===== config.mk =====
export PLATFORM = sky130hd
export DESIGN_NAME = shift_rows_stream_flat
export DESIGN_NICKNAME = d
export VERILOG_FILES = /design/src/rtl/shift_rows_stream_if.sv /design/src/rtl/shift_rows_stream.sv /design/src/flat_wrapper.sv
export SDC_FILE = /design/constraint.sdc
export NUM_CORES = 1
export LEC_CHECK = 0
export BUFFER_PORTS_ARGS = -buffer_cell sky130_fd_sc_hd__buf_4
export CORE_MARGIN = 4
export CORE_UTILIZATION = 43
export DETAILED_ROUTE_END_ITERATION = 10
export PLACE_DENSITY = 0.63
export SYNTH_ARGS = -nofsm -noshare
export SYNTH_HDL_FRONTEND = slang
export SYNTH_SLANG_ARGS = --single-unit

===== constraint.sdc =====
create_clock -name clk -period 2.4 [get_ports clk]
set_input_delay 0.36 -clock clk [delete_from_list [all_inputs] [get_ports clk]]
set_output_delay 0.36 -clock clk [all_outputs]
set_load 0.02 [all_outputs]

===== src/rtl/shift_rows_stream_if.sv =====
// shift_rows_stream_if: valid/ready bundle around the ShiftRows stage.
// The stage takes the slave view. The upstream/downstream side takes the master view.
// Optional feature macro: SHIFT_ROWS_INV_EN adds the per-block in_inv mode select.
interface shift_rows_stream_if #(
    parameter int LENGTH = 128
);
    logic              in_valid;
    logic              in_ready;
    logic [LENGTH-1:0] in_data;
`ifdef SHIFT_ROWS_INV_EN
    logic              in_inv;
`endif
    logic              out_valid;
    logic              out_ready;
    logic [LENGTH-1:0] out_data;

`ifdef SHIFT_ROWS_INV_EN
    modport master (
        output in_valid, in_data, in_inv, out_ready,
        input  in_ready, out_valid, out_data
    );
    modport slave (
        input  in_valid, in_data, in_inv, out_ready,
        output in_ready, out_valid, out_data
    );
`else
    modport master (
        output in_valid, in_data, out_ready,
        input  in_ready, out_valid, out_data
    );
    modport slave (
        input  in_valid, in_data, out_ready,
        output in_ready, out_valid, out_data
    );
`endif
endinterface


===== src/rtl/shift_rows_stream.sv =====
// shift_rows_stream: streaming Rijndael ShiftRows (Nb = 4/6/8) with a valid/ready
// handshake, a 2-entry skid buffer and a wrapping block counter.
// Optional feature macro: SHIFT_ROWS_INV_EN -- adds in_inv, selecting InvShiftRows per block.
// The shift is applied before a block enters a buffer, so each entry already holds data
// permuted by its own mode. No separate mode bit has to travel alongside it.
module shift_rows_stream #(
    parameter int NB    = 4,
    parameter int BYTE  = 8,
    parameter int CNT_W = 16
) (
    input  logic               clk,
    input  logic               rst_n,
    shift_rows_stream_if.slave bus,
    output logic [CNT_W-1:0]   blk_cnt
);
    localparam int LENGTH = 4 * NB * BYTE;

    if (!(NB == 4 || NB == 6 || NB == 8)) begin : g_bad_nb
        $error("shift_rows_stream: NB must be 4, 6 or 8, got %0d", NB);
    end

    // Encoded as {out_valid, skid_valid}. 2'b01 is unreachable.
    typedef enum logic [1:0] {
        ST_EMPTY = 2'b00,
        ST_ONE   = 2'b10,
        ST_FULL  = 2'b11
    } state_e;

    state_e            state_q, state_d;
    logic [LENGTH-1:0] out_data_q, out_data_d;
    logic [LENGTH-1:0] skid_data_q, skid_data_d;
    logic [CNT_W-1:0]  blk_cnt_q, blk_cnt_d;

    logic              in_mode;
    logic              in_ready;
    logic              out_valid;
    logic              accept;
    logic              out_fire;
    logic [LENGTH-1:0] shifted;

    // Row r rotates left by sh(r) going forward and right going inverse.
    // Byte n = 4c+r sits MSB-first in the state vector.
    function automatic logic [LENGTH-1:0] shift_rows(input logic [LENGTH-1:0] s,
                                                     input logic inv);
        logic [LENGTH-1:0] r;
        int sh;
        int src_f;
        int src_i;
        r = '0;
        for (int row = 0; row < 4; row++) begin
            sh = (NB == 8 && row >= 2) ? row + 1 : row;
            for (int col = 0; col < NB; col++) begin
                src_f = (col + sh) % NB;
                src_i = (col + NB - sh) % NB;
                r[LENGTH-1-BYTE*(4*col+row) -: BYTE] = inv
                    ? s[LENGTH-1-BYTE*(4*src_i+row) -: BYTE]
                    : s[LENGTH-1-BYTE*(4*src_f+row) -: BYTE];
            end
        end
        return r;
    endfunction

`ifdef SHIFT_ROWS_INV_EN
    assign in_mode = bus.in_inv;
`else
    assign in_mode = 1'b0;
`endif

    // in_ready is derived from the state register only, so out_ready never reaches it.
    assign in_ready  = ~state_q[0];
    assign out_valid = state_q[1];
    assign accept    = bus.in_valid & in_ready;
    assign out_fire  = out_valid & bus.out_ready;
    assign shifted   = shift_rows(bus.in_data, in_mode);

    // Next-state, buffer steering and block counter.
    always_comb begin
        // NOTE: every *_d takes its hold value first, so no branch leaves one unassigned (no latch).
        state_d     = state_q;
        out_data_d  = out_data_q;
        skid_data_d = skid_data_q;
        blk_cnt_d   = blk_cnt_q;

        unique case (state_q)
            ST_EMPTY: begin
                if (accept) begin
                    out_data_d = shifted;
                    state_d    = ST_ONE;
                end
            end
            ST_ONE: begin
                if (accept && bus.out_ready) begin
                    out_data_d = shifted;
                end else if (accept) begin
                    skid_data_d = shifted;
                    state_d     = ST_FULL;
                end else if (bus.out_ready) begin
                    state_d = ST_EMPTY;
                end
            end
            ST_FULL: begin
                if (bus.out_ready) begin
                    out_data_d = skid_data_q;
                    state_d    = ST_ONE;
                end
            end
            default: state_d = ST_EMPTY;
        endcase

        if (out_fire) begin
            blk_cnt_d = blk_cnt_q + CNT_W'(1);
        end
    end

    // State, buffers and counter registers. Reset is asynchronous.
    always_ff @(posedge clk or negedge rst_n) begin
        if (!rst_n) begin
            // NOTE: the data registers are reset as well, because out_data must read zero after reset.
            state_q     <= ST_EMPTY;
            out_data_q  <= '0;
            skid_data_q <= '0;
            blk_cnt_q   <= '0;
        end else begin
            // NOTE: all state uses non-blocking assignments, so each flop samples pre-edge values.
            state_q     <= state_d;
            out_data_q  <= out_data_d;
            skid_data_q <= skid_data_d;
            blk_cnt_q   <= blk_cnt_d;
        end
    end

    assign bus.in_ready  = in_ready;
    assign bus.out_valid = out_valid;
    assign bus.out_data  = out_data_q;
    assign blk_cnt       = blk_cnt_q;

endmodule


===== src/flat_wrapper.sv =====
// flat-port wrapper written by rule: the top's interface ports become plain ports
module shift_rows_stream_flat 
#(
    parameter int NB    = 4,
    parameter int BYTE  = 8,
    parameter int CNT_W = 16
)
  (clk, rst_n, blk_cnt, bus_in_valid, bus_in_data, bus_out_ready, bus_in_ready, bus_out_valid, bus_out_data);
  shift_rows_stream_if #(.LENGTH(128)) bus_i ();
  input  logic clk;
  input  logic rst_n;
  output logic [CNT_W-1:0] blk_cnt;
  input wire logic [$bits(bus_i.in_valid)-1:0] bus_in_valid;
  input wire logic [$bits(bus_i.in_data)-1:0] bus_in_data;
  input wire logic [$bits(bus_i.out_ready)-1:0] bus_out_ready;
  output wire logic [$bits(bus_i.in_ready)-1:0] bus_in_ready;
  output wire logic [$bits(bus_i.out_valid)-1:0] bus_out_valid;
  output wire logic [$bits(bus_i.out_data)-1:0] bus_out_data;
  assign bus_i.in_valid = bus_in_valid;
  assign bus_i.in_data = bus_in_data;
  assign bus_i.out_ready = bus_out_ready;
  assign bus_in_ready = bus_i.in_ready;
  assign bus_out_valid = bus_i.out_valid;
  assign bus_out_data = bus_i.out_data;
  shift_rows_stream #(.NB(NB), .BYTE(BYTE), .CNT_W(CNT_W)) u_core (.clk(clk), .rst_n(rst_n), .bus(bus_i), .blk_cnt(blk_cnt));
endmodule

==> results of run 1 <==
==> registers in the layout, summed over array words and instances, names as in the netlist <==
register / count
u_core.blk_cnt: 16
u_core.bus.out_data: 128
u_core.skid_data_q: 128
u_core.state_q: 2
==> per-stage QoR <==
step           worst slack [ns]  power, mW  cells
2_1_floorplan             0.492       13.6    912
3_3_place_gp              0.363       16.5   1489
3_5_place_dp              0.300       16.7   1489
4_1_cts                   0.278       21.4   1544
5_1_grt                   0.137       22.6   1544
6_report                  0.283       21.1   1544
==> critical path: cells and delay by family (launching register included) <==
family / cells / cell delay, ns
flops: 1 / 0.48
simple gates: 2 / 0.27
mux: 1 / 0.39
fa+ha+maj: 1 / 0.26
buf+inv: 2 / 0.53
==> power breakdown <==
group / internal, mW / leakage [nW] / switching, mW
Sequential: 6.89 / 3.34 / 1.28
Clock: 2.86 / 0.500 / 1.78
Combinational: 3.81 / 2.90 / 4.51
Total: 13.6 / 6.74 / 7.56
==> cells by family after synthesis <==
group	synth area share
flops	0.588
mux	0.234
simple gates	0.0591
compound gates	0.0635
buf+inv	0.0371
xor+xnor	0.0113
fa+ha+maj	0.00644
==> metal layers <==
layer / routed length (um) / up-vias / global-route usage
li1: - / 3706 / -
met1: 11500 / 3733 / 0.232
met2: 12000 / 200 / 0.276
met5: 0 / - / 0
met3: 1960 / 38 / 0.0560
met4: 600 / 0 / 0.0409
==> final cells by class <==
| class | instances | area, um2 |
|---|---|---|
| clock buffers | 45 | 888 |
| clock inverters | 9 | 120 |
| fillers | 2327 | 11700 |
| inverters | 4 | 15.0 |
| multi-input cells | 576 | 4400 |
| flip-flops and latches | 274 | 6860 |
| well taps | 341 | 427 |
| repair buffers | 295 | 2350 |
==> cells in the final DEF (no fill, tap or decap), types with 2 or more instances in the layout <==
master     count
o21ai_2       10
nand2_1      125
clkbuf_8       6
nand4_1        4
a21oi_1        3
nand3_1        7
ha_1           5
nand2_2       11
buf_12        10
o21ai_0       92
clkinv_2       6
nor2b_1        2
clkbuf_1       8
nor2_1         4
xor2_1         2
nor4_2         2
mux2i_1      128
bufinv_16      3
xnor2_1       13
dfrtp_1      274
mux2_2       129
buf_4        283
o21ai_1       28
inv_1          4
clkbuf_16     31
==> final timing paths <==
path                            slack [ns]               startpoint                 endpoint  cells past startpoint
worst max-delay path                  0.28        u_core.state_q[0]   u_core.skid_data_q[61]                      6
max in group asynchronous             1.29                    rst_n  u_core.bus.out_data[30]                      3
worst min-delay path                  0.06         bus_in_data[108]   u_core.skid_data_q[44]                      2
min in group asynchronous             0.36                    rst_n  u_core.skid_data_q[119]                      2
worst max register to register        0.28        u_core.state_q[0]   u_core.skid_data_q[61]                      6
worst min register to register        0.48  u_core.bus.out_data[91]  u_core.bus.out_data[91]                      2
==> impl_results.md, run 1 <==
- Status: complete, no violations
- Worst-Margin Slew: 0.508 ns
- Worst setup path class: reg -> reg
- Detail Route Antenna Nets: 0
- Critical Path Sink Type: flop
- Max VDD drop: 716 uV
- Port Buffers: 277
- Antenna Cells: 0
- Worst path max stage delay: 0.48 ns
- Avg Cell Area, Syn: 12.8 um2
- Share of synthesized area occupied by flip-flops and latches: 0.588
- Via count: 7677
- Post-Syn Nets: 1050
- RD Place Congestion: 0.770
- First-pass GRT wire length: 43.3 mm
- Num ports: 278
- Flops & latches, synth: 274
- Post-layout util: 0.562
- Setup TNS Final: 0 ns
- Core ar.: 26800 um2
- Layout cells sized above 1: 0.413
- Die H: 173 um
- Area after DPL: 14000 um2
- Post-synth EDFFs: 0
- Die area: 29800 um2
- Clock tree sinks: 274
- Maximum clock rate: 472 MHz
- Vias in the first global route: 7955
- Count of cell types in the netlist: 34
- Layout area overhead: 29.1%
- Clock-pin slew of the registers on the worst-case setup and hold paths: 0.06 ns
- Drt wl/cell: 16.9 um
- CTS max path bufs: 3
- CTS-repair resized insts: 0
- CTS Hold Buffers Added: 1
- TritonCTS clock tree: done
- Critical path arrival: 2.54 ns
- Most area-consuming cells after synthesis: dfrtp_1 59%, mux2_2 12%, mux2i_1 11%, nand2_1 4.0%, o21ai_0 3.9%
- Syn Std Cell Area: 11700 um2
- Most numerous cell in the Yosys netlist: dfrtp_1
- Hold slack: 0.0582 ns
- Total congestion overflow: 0
- CTS buffer count: 30
- # setup viols final: 0
- Initial DRC Count: 415
- Row cnt: 60
- Tmin final: 2.12 ns
- Synth area leader: dfrtp_1
- CTS H-tree lvls: 1
- Root Driver: clkbuf_16
- Drt total wl: 26.1 mm
- Max Slew Vio Count: 0
- Power density over the cells: 1400 nW/um2
- Hold Crit Class: in -> reg
- Initial Utilization: 0.435
- Worst path required time: 2.83 ns
- Post-CTS setup buffer count: 0
- Slowest stage cell on the critical path: dfrtp_1
- Initial antenna violation count: 0
- Largest net degree at the start of global routing: 115
- RSZ-0062 raised after global routing: no
- First-pass iteration count of the detailed router: 4
- Slew headroom: 0.658
- Most used DFF post-synth: dfrtp_1
- Most common library cells after synthesis: 274 x dfrtp_1, 129 x mux2_2, 128 x mux2i_1
- Hold Violations, Final: 0
- Die X: 173 um
- CP Launch Type: flop
- Final net count: 1319
- Max_cap viols: 0
- Synth warn: 0
- DP HPWL: 17.6 mm
- Leakage: 6.74 nW
- GRT Total Usage: 0.173
- Async S/R FF share, synth: 1.00
- Crit share post-route: 0.882
- Clk_lat worst skew: 0.54 ns
- Final Cell Area: 15100 um2
- Post-synthesis cell count: 912
- Cells along the critical path: inv_1, ha_1, nand2_1, nor2_4, buf_12, mux2_2
- Clock Skew: 0.0145 ns
- Top cell type's share of synthesized area: 0.588
- Critical Path Fanout Max: 70
- Via density per instance: 4.97
- DR DRC count: 0
No activity file was read; power rests on OpenSTA's default activity.
==> inputs of run 2 (changes only) <==
--- a/config.mk
+++ b/config.mk
@@ -10,6 +10,7 @@
 export CORE_UTILIZATION = 43
 export DETAILED_ROUTE_END_ITERATION = 10
 export PLACE_DENSITY = 0.63
+export RECOVER_POWER = 50
 export SYNTH_ARGS = -nofsm -noshare
 export SYNTH_HDL_FRONTEND = slang
 export SYNTH_SLANG_ARGS = --single-unit
==> impl_results.md, run 2 (synthesis gave the netlist of run 1 again) <==
- Total congestion overflow: 0 (unchanged)
- Worst-Margin Slew: 1.43 ns (+0.921 ns)
- DR DRC count: 0 (unchanged)
- Hold Crit Class: in -> reg
- Commonest cells after routing, fill and taps aside: 274 x dfrtp_1, 215 x buf_4, 129 x mux2_2
- Drt total wl: 26.1 mm (about the same)
- Setup TNS Final: 0 ns (unchanged)
- Vias in the first global route: 7955 (unchanged)
- Leakage: 6.48 nW (-3.8%)
- Critical Path Fanout Max: 70 (unchanged)
- # setup viols final: 0 (unchanged)
- Initial Utilization: 0.435 (unchanged)
- Die X: 173 um (unchanged)
- CTS buffer count: 30 (unchanged)
- Initial DRC Count: 432 (+4.1%)
- Worst-case register-to-register setup slack: 0.28 ns (about the same)
- Post-CTS setup buffer count: 0 (unchanged)
- Critical path arrival: 2.55 ns (about the same)
- Clock tree sinks: 274 (unchanged)
- Initial antenna violation count: 0 (unchanged)
- Critical Path Sink Type: flop
- Drt wl/cell: 16.9 um (about the same)
- Core ar.: 26800 um2 (unchanged)
- RD Place Congestion: 0.770 (unchanged)
- Reg2Reg Depth: 6 (unchanged)
- Layout cells sized above 1: 0.358 (-0.0549)
- First-pass GRT wire length: 43.3 mm (unchanged)
- Total power: 20.7 mW (-2.2%)
- Max VDD drop: 714 uV (-0.31%)
- Power density over the cells: 1400 nW/um2 (-0.31%)
- GRT Total Usage: 0.173 (unchanged)
- First-pass iteration count of the detailed router: 4 (unchanged)
- Clk_lat worst skew: 0.54 ns (about the same)
- Maximum clock rate: 472 MHz (about the same)
- Hold Violations, Final: 0 (unchanged)
- Final net count: 1319 (unchanged)
- RSZ-0062 raised after global routing: no
- Clock Skew: 0.0148 ns (+0.000224 ns)
- Num ports: 278 (unchanged)
- DP HPWL: 17.6 mm (unchanged)
- Via count: 7679 (+0.026%)
- Detail Route Antenna Nets: 0 (unchanged)
- CTS H-tree lvls: 1 (unchanged)
- Crit share post-route: 0.883 (about the same)
- Number of fillers in the final layout: 2384 (+2.4%)
- Die area: 29800 um2 (unchanged)
- Row cnt: 60 (unchanged)
- Antenna Cells: 0 (unchanged)
- Worst setup path class: reg -> reg
- CP Launch Type: flop
- Worst r2r dst: u_core.skid_data_q[61]
- Reg-to-reg startpoint: u_core.state_q[0]
- Port Buffers: 277 (unchanged)
- Die H: 173 um (unchanged)
- Commonest non-fill, non-tap cell in the layout: dfrtp_1
- Max_cap viols: 0 (unchanged)
- TritonCTS clock tree: done
- Max Slew Vio Count: 0 (unchanged)
- CTS max path bufs: 3 (unchanged)
- CTS-repair resized insts: 0 (unchanged)
- Root Driver: clkbuf_16
- Layout area overhead: 26.8%
- Tmin final: 2.12 ns (+0.00111 ns)
- Crit path from: u_core.state_q[0]
- Clock-pin slew of the registers on the worst-case setup and hold paths: 0.06 ns (about the same)
- Status: complete, no violations
- Largest net degree at the start of global routing: 115 (unchanged)
- Critical Path End: u_core.skid_data_q[61]
- Worst path required time: 2.83 ns (about the same)
- CTS Hold Buffers Added: 1 (unchanged)
- Slew headroom: 0.0467 (-0.612)
- Via density per instance: 4.97 (about the same)
-- run 2: changes by cell type in the layout (fill, tap and decap cells not counted), sizes merged --
cell	change
buf	-69
clkbuf	+69
-- run 2: through the flow --
| step | hold WS (ns) | cells | cell area [um2] | worst slack (ns) | utilization |
|---|---|---|---|---|---|
| final | 0.0574 | 1544 | 14800 | 0.282 | 0.551 |
| after global routing | 0.0340 | 1544 | 14800 | 0.0954 | 0.551 |
| after CTS | 0.0325 | 1544 | 15100 | 0.278 | 0.562 |
| after detailed placement | 0.328 | 1489 | 14000 | 0.300 | 0.524 |
| after global placement | 0.325 | 1489 | 14000 | 0.363 | 0.524 |
| after floorplan | 0.0644 | 912 | 11700 | 0.492 | - |
-- run 2: worst min path at each step --
stage / start / to / slack [ns] / depth (start not counted)
2_1_floorplan: rst_n / u_core.blk_cnt[0] / 0.06 / 0
3_3_place_gp: rst_n / u_core.skid_data_q[119] / 0.32 / 1
3_5_place_dp: rst_n / u_core.skid_data_q[119] / 0.33 / 1
4_1_cts: bus_in_data[96] / u_core.skid_data_q[64] / 0.03 / 2
5_1_grt: bus_in_data[22] / u_core.skid_data_q[54] / 0.03 / 2
6_report: bus_in_data[108] / u_core.skid_data_q[44] / 0.06 / 2
-- run 2: per-layer routing --
metal | GRT usage | vias up | wire [um]
met5 | 0 | - | 0
met4 | 0.0409 | 0 | 597
met3 | 0.0560 | 39 | 1980
met2 | 0.276 | 203 | 12000
met1 | 0.232 | 3733 | 11500
li1 | - | 3704 | -
-- run 2: layout make-up --
class | count | area (um2) | share of cell area
Clock inverter | 9 | 120 | 0.00813
Inverter | 4 | 15.0 | 0.00102
Clock buffer | 45 | 888 | 0.0601
Multi-Input combinational cell | 576 | 4400 | 0.298
Timing Repair Buffer | 295 | 2070 | 0.140
Sequential cell | 274 | 6860 | 0.464
Tap cell | 341 | 427 | 0.0289
-- run 2: where the power goes --
part,switching (mW),internal [mW]
Sequential,1.26,6.89
Combinational,4.51,3.37
Clock,1.78,2.86
Total,7.55,13.1
-- run 2: worst max-delay path, stage by stage, from the launching register on --
cell and delay [ns]:
dfrtp_1 0.48, inv_1 0.18, ha_1 0.26, nand2_1 0.11, nor2_4 0.16, buf_12 0.35, mux2_2 0.39
==> inputs of run 3 (changes only) <==
--- a/config.mk
+++ b/config.mk
@@ -5,9 +5,10 @@
 export SDC_FILE = /design/constraint.sdc
 export NUM_CORES = 1
 export LEC_CHECK = 0
+export ABC_AREA = 1
 export BUFFER_PORTS_ARGS = -buffer_cell sky130_fd_sc_hd__buf_4
-export CORE_MARGIN = 4
 export CORE_UTILIZATION = 43
+export CTS_CLUSTER_SIZE = 25
 export DETAILED_ROUTE_END_ITERATION = 10
 export PLACE_DENSITY = 0.63
 export RECOVER_POWER = 50
==> impl_results.md, run 3 <==
- Status: complete, no violations
- Drt wl/cell: 13.7 um (-19%)
- GRT Total Usage: 0.207 (+0.0348)
- Critical path arrival: 2.44 ns (-0.11 ns)
- Share of synthesized area occupied by flip-flops and latches: 0.568 (-0.0196)
- CP Launch Type: flop
- Top cell type's share of synthesized area: 0.568 (-0.0196)
- Power density over the cells: 1340 nW/um2 (-3.9%)
- Placed insts: 2076 (+39%)
- Root Driver: clkbuf_16
- Post-Syn Nets: 1635 (+56%)
- First-pass GRT wire length: 48.4 mm (+12%)
- DP HPWL: 18.8 mm (+7.1%)
- Clock tree sinks: 274 (unchanged)
- Non-filler cells, final: 2131 (+38%)
- RSZ-0062 raised after global routing: no
- Post-synthesis mux area share: 0 (-0.234)
- Adder-Cell Fraction of Synth Area: 0.00622 (-0.000214)
- Setup TNS Final: 0 ns (unchanged)
- Hold Violations, Final: 0 (unchanged)
- Num ports: 278 (unchanged)
- Detail Route Antenna Nets: 0 (unchanged)
- Worst path required time: 2.83 ns (about the same)
- Syn Std Cell Area: 12100 um2 (+3.4%)
- Port Buffers: 277 (unchanged)
- Worst setup path class: reg -> reg
- Avg Cell Area, Syn: 8.06 um2 (-37%)
- PnR worst setup slack: 0.385 ns (+0.103 ns)
- First-pass iteration count of the detailed router: 5 (+1)
- CTS buffer count: 30 (unchanged)
- Max_cap viols: 0 (unchanged)
- Critical Path Sink Type: flop
- Layout cells sized above 1: 0.160 (-0.198)
- Area fraction in compound gates after synthesis: 0.108 (+0.0447)
- Critical Path Fanout Max: 256 (+270%)
- Count of cell types in the netlist: 25 (-26%)
- Synth area leader: dfrtp_1
- RD Place Congestion: 0.812 (+5.4%)
- CTS H-tree lvls: 1 (unchanged)
- Via density per instance: 4.72 (-5.1%)
- # setup viols final: 0 (unchanged)
- Hold Crit Class: in -> reg
- DR DRC count: 0 (unchanged)
- Clk_lat worst skew: 0.54 ns (about the same)
- Simple-Gate Fraction of Synth Area: 0.226 (+0.167)
- Largest net degree at the start of global routing: 257 (+120%)
- Initial DRC Count: 749 (+73%)
- Post-synth EDFFs: 0 (unchanged)
- Max VDD drop: 753 uV (+5.5%)
- Via count: 10.1k (+31%)
- Commonest non-fill, non-tap cell in the layout: nand2_1
- Hold slack: 0.0933 ns (+0.0359 ns)
- Worst-Margin Slew: 1.20 ns (-0.229 ns)
- Async S/R FF share, synth: 1.00 (unchanged)
- Slew headroom: 0.199 (+0.153)
- CTS max path bufs: 3 (unchanged)
- Max Slew Vio Count: 0 (unchanged)
- Clock-pin slew of the registers on the worst-case setup and hold paths: 0.06 ns (about the same)
- Combinational family with the most area after synthesis: simple AND/OR/NAND/NOR gates
- TritonCTS clock tree: done
- Tmin final: 2.02 ns (-0.103 ns)
- Die H: 169 um (-1.8%)
- Xor and xnor fraction of the mapped netlist area: 0.00726 (-0.00401)
- Vias in the first global route: 9603 (+21%)
- Core ar.: 27300 um2 (+1.7%)
- Crit share post-route: 0.840 (-0.0429)
- Most area-consuming cells after synthesis: dfrtp_1 57%, nand2_1 21%, o21ai_0 10%, inv_1 4.6%, buf_4 1.6%
- Post-layout util: 0.555 (+0.00374)
- Drt total wl: 29.1 mm (+12%)
- Antenna Cells: 0 (unchanged)
- Post-CTS setup buffer count: 0 (unchanged)
- Commonest cells after routing, fill and taps aside: 679 x nand2_1, 274 x dfrtp_1, 242 x o21ai_0
- Most used DFF post-synth: dfrtp_1
- Initial Utilization: 0.443 (+0.00755)
- Final net count: 1875 (+42%)
- Flops & latches, synth: 274 (unchanged)
- Post-synthesis cell count: 1497 (+64%)
- Leakage: 8.00 nW (+23%)
- Dpl ws: 0.432 ns (+0.132 ns)
- Maximum clock rate: 496 MHz (+5.1%)
- Die X: 169 um (-1.8%)
- Row cnt: 60 (unchanged)
- Synth warn: 0 (unchanged)
- Most common library cells after synthesis: 679 x nand2_1, 274 x dfrtp_1, 242 x o21ai_0
- Die area: 28700 um2 (-3.7%)
- Total congestion overflow: 0 (unchanged)
- Most numerous cell in the Yosys netlist: nand2_1
- Layout area overhead: 25.4%
- Clock Skew: 0.0102 ns (-0.00454 ns)
- Initial antenna violation count: 0 (unchanged)
[run 3: cells by family after synthesis]
| logic type | after synthesis |
|---|---|
| DFF | 274 |
| xor gates and xnor gates | 10 |
| buffers and inverters | 235 |
| and+or+nand+nor | 712 |
| AOI/OAI and AO/OA | 260 |
| adders and majority gates | 6 |
[run 3: what timing repair did]
action	CTS	global route
hold buffers	1	0
resized for setup	0	0
endpoints found under the hold margin	68	0
[run 3: report_power, final]
group,total (mW),internal (mW),switching (mW)
combinational,7.72,2.63,5.09
clock,4.55,2.73,1.82
sequential,8.05,6.80,1.26
[run 3: per-stage QoR]
| stage | total power, mW | area [um2] |
|---|---|---|
| 2_1_floorplan | 13.2 | 12100 |
| 3_3_place_gp | 16.2 | 14400 |
| 3_5_place_dp | 16.4 | 14400 |
| 4_1_cts | 21.1 | 15400 |
| 5_1_grt | 22.0 | 15100 |
| 6_report | 20.3 | 15100 |
[run 3: per-layer routing]
metal	global-route usage	wire length [um]	up-vias
met4	0.0537	653	0
met2	0.330	13400	254
li1	-	-	5074
met1	0.287	13200	4693
met5	0	0	-
met3	0.0464	1880	37
[run 3: worst max-delay path: stages (launching register included)]
cell and delay (ns):
dfrtp_1 0.47, ha_4 0.19, buf_12 0.61, o21ai_0 0.24, nand2_1 0.12, nand2_1 0.05
[run 3: final cells by class]
type,instances,area [um2]
timing repair buffer,292,2020
fill,2600,12100
sequential,274,6860
clock buffer,47,966
clock inverter,7,35.0
tap,372,465
multi-input combinational,988,4220
inverter,151,567
[run 3: final timing paths]
kind / from / endpoint / slack (ns) / depth (start not counted)
min reg2reg: u_core.bus.out_data[114] / u_core.bus.out_data[114] / 0.47 / 2
min in group asynchronous: rst_n / u_core.skid_data_q[120] / 0.37 / 2
max reg2reg: u_core.state_q[1] / u_core.bus.out_data[84] / 0.38 / 5
max: u_core.state_q[1] / u_core.bus.out_data[84] / 0.38 / 5
min: bus_in_data[108] / u_core.skid_data_q[44] / 0.09 / 3
max in group asynchronous: rst_n / u_core.bus.out_data[118] / 0.52 / 3
